==> src/rtl/stream_packer.sv <==
`default_nettype none
// stream_packer: packs G_RATIO valid/ready input words into one registered output word.
// Optional STREAM_PACKER_LAST_EN adds packet-end flush (s_last_i / m_last_o / m_fill_o).
module stream_packer #(
  parameter int G_DATA_SIZE = 8,
  parameter int G_RATIO     = 4
) (
  input  logic                           clk_i,
  input  logic                           rst_i,
  input  logic                           s_valid_i,
  output logic                           s_ready_o,
  input  logic [G_DATA_SIZE-1:0]         s_data_i,
`ifdef STREAM_PACKER_LAST_EN
  input  logic                           s_last_i,
  output logic                           m_last_o,
  output logic [$clog2(G_RATIO+1)-1:0]   m_fill_o,
`endif
  output logic                           m_valid_o,
  input  logic                           m_ready_i,
  output logic [G_RATIO*G_DATA_SIZE-1:0] m_data_o
);

  localparam int CNT_W = $clog2(G_RATIO);
  localparam int OUT_W = G_RATIO * G_DATA_SIZE;

  typedef enum logic [0:0] {
    ST_FILL = 1'b0,
    ST_FULL = 1'b1
  } state_t;

  state_t           state_q, state_d;
  logic [CNT_W-1:0] cnt_q, cnt_d;
  logic [OUT_W-1:0] acc_q, acc_d;
  logic [OUT_W-1:0] data_q, data_d;
  logic [OUT_W-1:0] word;
  logic             in_xfer;
  logic             done;

`ifdef STREAM_PACKER_LAST_EN
  localparam int FILL_W = $clog2(G_RATIO + 1);
  logic              last_q, last_d;
  logic [FILL_W-1:0] fill_q, fill_d;

  assign m_last_o = last_q;
  assign m_fill_o = fill_q;
`endif

  // Ready depends only on registered state and downstream ready, so a
  // completed word can be drained and replaced in the same cycle.
  assign s_ready_o = (state_q == ST_FILL) || m_ready_i;
  assign m_valid_o = (state_q == ST_FULL);
  assign m_data_o  = data_q;

  always_comb begin
    state_d = state_q;
    cnt_d   = cnt_q;
    acc_d   = acc_q;
    data_d  = data_q;
    in_xfer = s_valid_i && s_ready_o;
    word    = acc_q;
    word[int'(cnt_q)*G_DATA_SIZE +: G_DATA_SIZE] = s_data_i;
    done    = (cnt_q == CNT_W'(G_RATIO - 1));
`ifdef STREAM_PACKER_LAST_EN
    last_d  = last_q;
    fill_d  = fill_q;
    // A short packet must not leak stale slots from an earlier word.
    for (int i = 0; i < G_RATIO; i++) begin
      if (s_last_i && (i > int'(cnt_q))) begin
        word[i*G_DATA_SIZE +: G_DATA_SIZE] = '0;
      end
    end
    done = done || s_last_i;
`endif

    if ((state_q == ST_FULL) && m_ready_i) begin
      state_d = ST_FILL;
    end

    if (in_xfer) begin
      if (done) begin
        data_d  = word;
        state_d = ST_FULL;
        cnt_d   = '0;
`ifdef STREAM_PACKER_LAST_EN
        last_d  = s_last_i;
        fill_d  = FILL_W'(cnt_q) + FILL_W'(1);
`endif
      end else begin
        acc_d = word;
        cnt_d = cnt_q + CNT_W'(1);
      end
    end
  end

  always_ff @(posedge clk_i) begin
    if (rst_i) begin
      state_q <= ST_FILL;
      cnt_q   <= '0;
      acc_q   <= '0;
      data_q  <= '0;
`ifdef STREAM_PACKER_LAST_EN
      last_q  <= 1'b0;
      fill_q  <= '0;
`endif
    end else begin
      state_q <= state_d;
      cnt_q   <= cnt_d;
      acc_q   <= acc_d;
      data_q  <= data_d;
`ifdef STREAM_PACKER_LAST_EN
      last_q  <= last_d;
      fill_q  <= fill_d;
`endif
    end
  end

endmodule
`default_nettype wire

==> config.mk <==
export PLATFORM = sky130hd
export DESIGN_NAME = stream_packer
export DESIGN_NICKNAME = d
export VERILOG_FILES = /design/src/rtl/stream_packer.sv
export SDC_FILE = /design/constraint.sdc
export NUM_CORES = 1
export LEC_CHECK = 0
export ABC_CLOCK_PERIOD_IN_PS = 1600
export CORE_MARGIN = 2
export CORE_UTILIZATION = 40
export CTS_CLUSTER_DIAMETER = 120
export DETAILED_ROUTE_END_ITERATION = 16
export GPL_ROUTABILITY_DRIVEN = 0
export PLACE_DENSITY_LB_ADDON = 0.12
export SYNTH_ARGS = -nofsm -noshare
export SYNTH_HDL_FRONTEND = slang
export SYNTH_SLANG_ARGS = --single-unit
==> constraint.sdc <==
create_clock -name clk_i -period 1.6 [get_ports clk_i]
set_input_delay 0.32 -clock clk_i [delete_from_list [all_inputs] [get_ports clk_i]]
set_output_delay 0.32 -clock clk_i [all_outputs]
set_load 0.02 [all_outputs]
==> results.json, run 1 <==
{
  "syn_area_um2": 3280,
  "run_status": "complete, no violations",
  "synth_cells": 334,
  "first_pass_iters": 4,
  "fin_area_um2": 4530,
  "grt_pass1_vias": 2752,
  "start_kind": "flip-flop",
  "h-tree-depth": 3,
  "critPathMaxFanout": 5,
  "synth_ff_type": "dfxtp_1",
  "synthArstFlopShare_pct": 0,
  "cts.clk_slew.worst_paths_ns": 0.07,
  "tns_ns": 0,
  "io_buffers": 45,
  "grt_pass1_wl_um": 14500,
  "final_util_pct": 56.0,
  "ant_nets": 0,
  "via_per_inst": 5.54,
  "wirelength_um": 9200,
  "diodes": 0,
  "worst_setup_path_end_kind": "flip-flop",
  "synth.distinct_cells": 35,
  "slowest_delay_ns": 0.38,
  "die_x_um": 94.6,
  "p_sw_uw": 965,
  "cts_root_buffer": "clkbuf_8",
  "drc_errors": 0,
  "synth_area_per_cell_um2": 9.83,
  "cts_buffers": 9,
  "synth_warnings": 0,
  "critPathKind": "reg2reg",
  "clock_sinks": 67,
  "die_h_um": 94.6,
  "vias": 2888,
  "power_per_cell_area_nw_per_um2": 782,
  "crit_chain": "inv_4, ha_4, and3b_2, buf_4, a31oi_1, a211oi_1",
  "gr-total-overflow": 0,
  "grt_max_degree": 29,
  "holdWs_ns": 0.454,
  "drtIter0Drc": 94,
  "io_pins": 46,
  "fmax_ghz": 0.643,
  "setup_violations": 0,
  "hold_viol_final": 0,
  "worst_slew_pin_slew_ns": 0.462,
  "drive_above_1_share_pct": 34.6,
  "crit_required_ns": 1.82,
  "synth_top_area_cell": "dfxtp_1",
  "start_util_pct": 40.6,
  "die_area_um2": 8950,
  "dp_slack_ns": -0.271,
  "antenna_found_initial": 0,
  "clock-skew-final_ns": 0.00788,
  "arrival_ns": 1.78,
  "finalNetCount": 430,
  "power.leakage_uw": 0.00162,
  "num_rows": 33,
  "clk_path_buf_depth": 2,
  "finalWorstSetupSlack_ns": 0.0443,
  "hold_path_class": "in2reg",
  "clk_latency_ns": 0.34,
  "area_growth_pct": 38.1,
  "synth_seq_cells": 67,
  "track_usage_pct": 21.4,
  "hpwlAfterDp_um": 6520,
  "ys_top_cells_by_area": "dfxtp_1, o32ai_1, a311oi_2",
  "wire_per_inst_um": 17.7,
  "synth_nets": 352,
  "clockPowerShare_pct": 34.2,
  "ys_seq_area_share_pct": 40.9,
  "cap_violations": 0,
  "p_int_uw": 2580,
  "period_needed_ns": 1.56,
  "synth_top_area_share_pct": 40.9,
  "placed_area_um2": 4160,
  "pwr-share-seq_pct": 48.4,
  "cts_tree": "done",
  "crit_path_top_delay_cell": "dfxtp_4",
  "rsz0062_at_grt": "yes",
  "maxSlewHeadroom_pct": 69.2,
  "coreArea_um2": 8090,
  "synth_edf_count": 0,
  "sw_frac_of_total_pct": 27.2,
  "power_frac_comb_pct": 17.4,
  "fin_crit_sh_pct": 97.2,
  "peakVddDrop_mv": 0.381,
  "drv_slew": 0
}
-- through the flow --
stage | total power (uW) | instances
2_1_floorplan | 2040 | 334
3_3_place_gp | 2290 | 506
3_5_place_dp | 2290 | 506
4_1_cts | 3520 | 521
5_1_grt | 3690 | 521
6_report | 3540 | 521
-- path summary, 6_finish.rpt --
| check | startpoint | to | slack, ns | cells after the start |
|---|---|---|---|---|
| min reg2reg | acc_q[28] | acc_q[28] | 0.47 | 2 |
| max | cnt_q[0] | acc_q[14] | 0.04 | 6 |
| min | rst_i | m_data_o[1] | 0.45 | 2 |
| max reg2reg | cnt_q[0] | acc_q[14] | 0.04 | 6 |
-- worst max-delay path, delay by kind of cell, from the launching register on --
| kind | cells | cell delay [ns] |
|---|---|---|
| and+or+nand+nor | 1 | 0.23 |
| buffers and inverters | 2 | 0.19 |
| adders and majority gates | 1 | 0.24 |
| DFF | 1 | 0.38 |
| AOI/OAI and AO/OA | 2 | 0.38 |
-- Yosys cell counts (2+ instances only) --
library cell,number
a211oi_1,3
a211oi_2,14
a21oi_1,37
a2bb2oi_1,11
a311oi_1,2
a311oi_2,16
a31oi_1,3
and3_1,4
and3b_1,2
and4bb_1,2
buf_2,17
buf_6,6
clkbuf_1,10
dfxtp_1,67
ha_1,6
inv_1,29
nand2_1,2
nand2b_1,29
nand3_1,8
nand3_2,2
nand3b_1,6
nand4_1,8
nand4b_1,5
nor2_1,2
nor2b_1,4
o21ai_0,2
o32ai_1,29
-- state kept, by name, summed over array words and instances, names as in the netlist --
| name | flops |
|---|---|
| cnt_q | 2 |
| m_valid_o | 1 |
| m_data_o | 32 |
| acc_q | 32 |
-- layer usage --
layer | vias up | wire length [um] | GRT usage (%)
met5 | - | 0 | 0
met4 | 0 | 81 | 7.49
met3 | 8 | 465 | 3.83
met2 | 80 | 4180 | 33.2
met1 | 1394 | 4480 | 29.9
li1 | 1406 | - | -
-- logic make-up after synthesis --
family | after synthesis | share of synthesized area, %
buffers and inverters | 64 | 9.45
adders and majority gates | 6 | 2.29
and+or+nand+nor | 80 | 16.3
AOI/OAI and AO/OA | 117 | 31.1
DFF | 67 | 40.9
-- cells in the final DEF (no fill, tap or decap), drive strengths merged, types with 3 or more instances in the layout --
cell type      instances
nand3                 10
and3                   4
clkinv                 3
dlygate4sd2           32
a21oi                 37
nand4b                 5
inv                   30
a211oi                17
o32ai                 29
dfxtp                 67
buf                   57
ha                     6
a31oi                  3
nor2b                  5
a2bb2oi               11
nand2b                29
nand3b                 6
nand4                  8
a311oi                18
clkbuf                13
nor2                   3
clkdlybuf4s50         10
-- final cells by class --
class / instances / area [um^2]
Fill cell: 770 / 3560
Multi-Input combinational cell: 203 / 1870
Sequential cell: 67 / 1350
Timing Repair Buffer: 101 / 913
Clock buffer: 12 / 145
Tap cell: 105 / 131
Inverter: 30 / 115
Clock inverter: 3 / 15.0
-- power groups by stage --
stage | sequential [uW] | combinational, uW | clock, uW
detailed placement | 1750 | 538 | 0
global route | 1720 | 659 | 1320
global placement | 1750 | 537 | 0
finish | 1710 | 616 | 1210
CTS | 1710 | 569 | 1240
floorplan | 1760 | 274 | 0
-- repair_timing --
action / in CTS / in global routing
hold buffers: 0 / 0
pin swaps: 0 / 10
endpoints found under the setup margin: 88 / 59
buffers inserted: 0 / 0
resized for setup: 48 / 39
Power figures use the tool's default switching activity.
==> run 2, diff against run 1 <==
--- a/config.mk
+++ b/config.mk
@@ -5,6 +5,7 @@
 export SDC_FILE = /design/constraint.sdc
 export NUM_CORES = 1
 export LEC_CHECK = 0
+export ABC_AREA = 1
 export ABC_CLOCK_PERIOD_IN_PS = 1600
 export CORE_MARGIN = 2
 export CORE_UTILIZATION = 40
==> results.json, run 2 <==
{
  "hold_path_class": "reg2reg",
  "period_needed_ns": 1.52,
  "holdPathEnd": "m_data_o[1]",
  "synth_top_area_share_pct": 39.5,
  "via_per_inst": 4.41,
  "worst_slew_pin_slew_ns": 0.299,
  "ys_top_cells_by_area": "dfxtp_1, nand2_1, nor2_1",
  "reg2reg_to": "acc_q[12]",
  "h-tree-depth": 3,
  "start_kind": "input port",
  "worst_setup_path_end_kind": "output pin",
  "cts_buffers": 9,
  "synth_nets": 587,
  "grt_max_degree": 40,
  "post-cts-setup-buffers": 0,
  "drtIter0Drc": 139,
  "io_buffers": 45,
  "setup_violations": 0,
  "hpwlAfterDp_um": 5540,
  "finalNetCount": 642,
  "run_status": "complete, no violations",
  "synth_ff_type": "dfxtp_1",
  "use_met2_pct": 30.3,
  "crit_required_ns": 1.28,
  "layout_common_cells": "nand2_1, nor2_1, inv_1",
  "die_h_um": 96.1,
  "finalWorstSetupSlack_ns": 0.0833,
  "clk_latency_ns": 0.34,
  "final_common_cell": "nand2_1",
  "hold_viol_final": 0,
  "synth.distinct_cells": 19,
  "worstHoldStart": "m_data_o[1]",
  "arrival_ns": 1.20,
  "placed_area_um2": 4060,
  "critPathKind": "in2out",
  "die_area_um2": 9240,
  "drv_slew": 0,
  "slowest_delay_ns": 0.46,
  "grtUsageMet1_pct": 23.9,
  "wirelength_um": 7750,
  "fin_crit_sh_pct": 94.8,
  "ant_nets": 0,
  "synth_top_area_cell": "dfxtp_1",
  "first_pass_iters": 4,
  "yosysMostFrequentCell": "nand2_1",
  "cts.clk_slew.worst_paths_ns": 0.07,
  "track_usage_pct": 18.6,
  "cts_root_buffer": "clkbuf_8",
  "cap_violations": 0,
  "critPathMaxFanout": 2,
  "synth_area_per_cell_um2": 5.96,
  "dp_slack_ns": -0.185,
  "r2r-start": "cnt_q[0]",
  "rsz0062_at_grt": "yes",
  "synth_edf_count": 0,
  "final_util_pct": 51.3,
  "coreArea_um2": 8220,
  "io_pins": 46,
  "fin_area_um2": 4220,
  "crit_path_top_delay_cell": "clkdlybuf4s50_1",
  "power.leakage_uw": 0.00242,
  "grt_pass1_vias": 2976,
  "synthArstFlopShare_pct": 0,
  "peakVddDrop_mv": 0.447,
  "synth_warnings": 0,
  "whs_path_depth": 4,
  "ys_seq_area_share_pct": 39.5,
  "syn_area_um2": 3390,
  "wire_per_inst_um": 10.6,
  "synth_seq_cells": 67,
  "cp-startpoint": "m_ready_i",
  "reg2reg_depth": 10,
  "synth_cells": 569,
  "final_cells": 733,
  "die_x_um": 96.1,
  "crit_chain": "clkdlybuf4s50_1, inv_1, nand2_2, dlygate4sd2_1",
  "cts_tree": "done",
  "num_rows": 33,
  "area_growth_pct": 24.2,
  "clk_path_buf_depth": 2,
  "maxSlewHeadroom_pct": 80.1,
  "grt_pass1_wl_um": 13400,
  "antenna_found_initial": 0,
  "power_per_cell_area_nw_per_um2": 883,
  "drive_above_1_share_pct": 7.64,
  "start_util_pct": 41.3,
  "synthTopCellsByCount": "nand2_1, nor2_1, inv_1",
  "fmax_ghz": 0.659,
  "clock-skew-final_ns": 0.0106,
  "use_met3_pct": 3.60,
  "clock_sinks": 67,
  "placed_cells": 718,
  "gr-total-overflow": 0,
  "diodes": 0,
  "drc_errors": 0,
  "vias": 3232,
  "grt_most_used_layer": "met2",
  "reg2reg_slack_ns": 0.11
}
[run 2: area by class of cell]
| class | count | area (um^2) |
|---|---|---|
| Fill cell | 849 | 4000 |
| Timing Repair Buffer | 64 | 603 |
| Inverter | 100 | 375 |
| Multi-Input combinational cell | 382 | 1600 |
| Clock inverter | 3 | 15.0 |
| Tap cell | 105 | 131 |
| Clock buffer | 12 | 145 |
| Sequential cell | 67 | 1340 |
[run 2: metal layers]
layer,vias to the layer above,share of wire [%]
met5,-,0
met4,0,1.7
met3,11,3.2
met2,47,45
met1,1416,50
li1,1758,-
[run 2: cells by family after synthesis]
family | Yosys count | synth area share, %
adders and majority gates | 6 | 2.21
buffers and inverters | 120 | 14.1
and+or+nand+nor | 362 | 42.1
DFF | 67 | 39.5
AOI/OAI and AO/OA | 14 | 2.06
[run 2: worst max-delay path by stage]
stage	slack, ns	to
after floorplan	0.09	acc_q[16]
after global placement	-0.18	s_ready_o
after detailed placement	-0.19	s_ready_o
after CTS	0.0001	m_data_o[12]
after global routing	-0.02	acc_q[12]
final	0.08	s_ready_o
[run 2: worst max-delay path, delay by kind of cell]
kind | cells | cell delay (ns)
and+or+nand+nor | 1 | 0.05
buffers and inverters | 3 | 0.82
[run 2: timing repair]
item	CTS	global route
cloned	0	0
hold buffers	0	0
resized for setup	30	11
endpoints found under the setup margin	30	43
[run 2: stage by stage]
| step | power, uW | hold WS (ns) | setup TNS (ns) |
|---|---|---|---|
| after global routing | 3940 | 0.537 | -0.0201 |
| after global placement | 2540 | 0.500 | -2.03 |
| after CTS | 3750 | 0.513 | 0 |
| after floorplan | 2320 | 0.494 | 0 |
| final | 3720 | 0.510 | 0 |
| after detailed placement | 2560 | 0.502 | -2.81 |
[run 2: power breakdown]
part	switching, uW	total [uW]	internal [uW]
combinational	444	715	271
clock	615	1200	589
sequential	41.9	1800	1760
total	1100	3720	2620
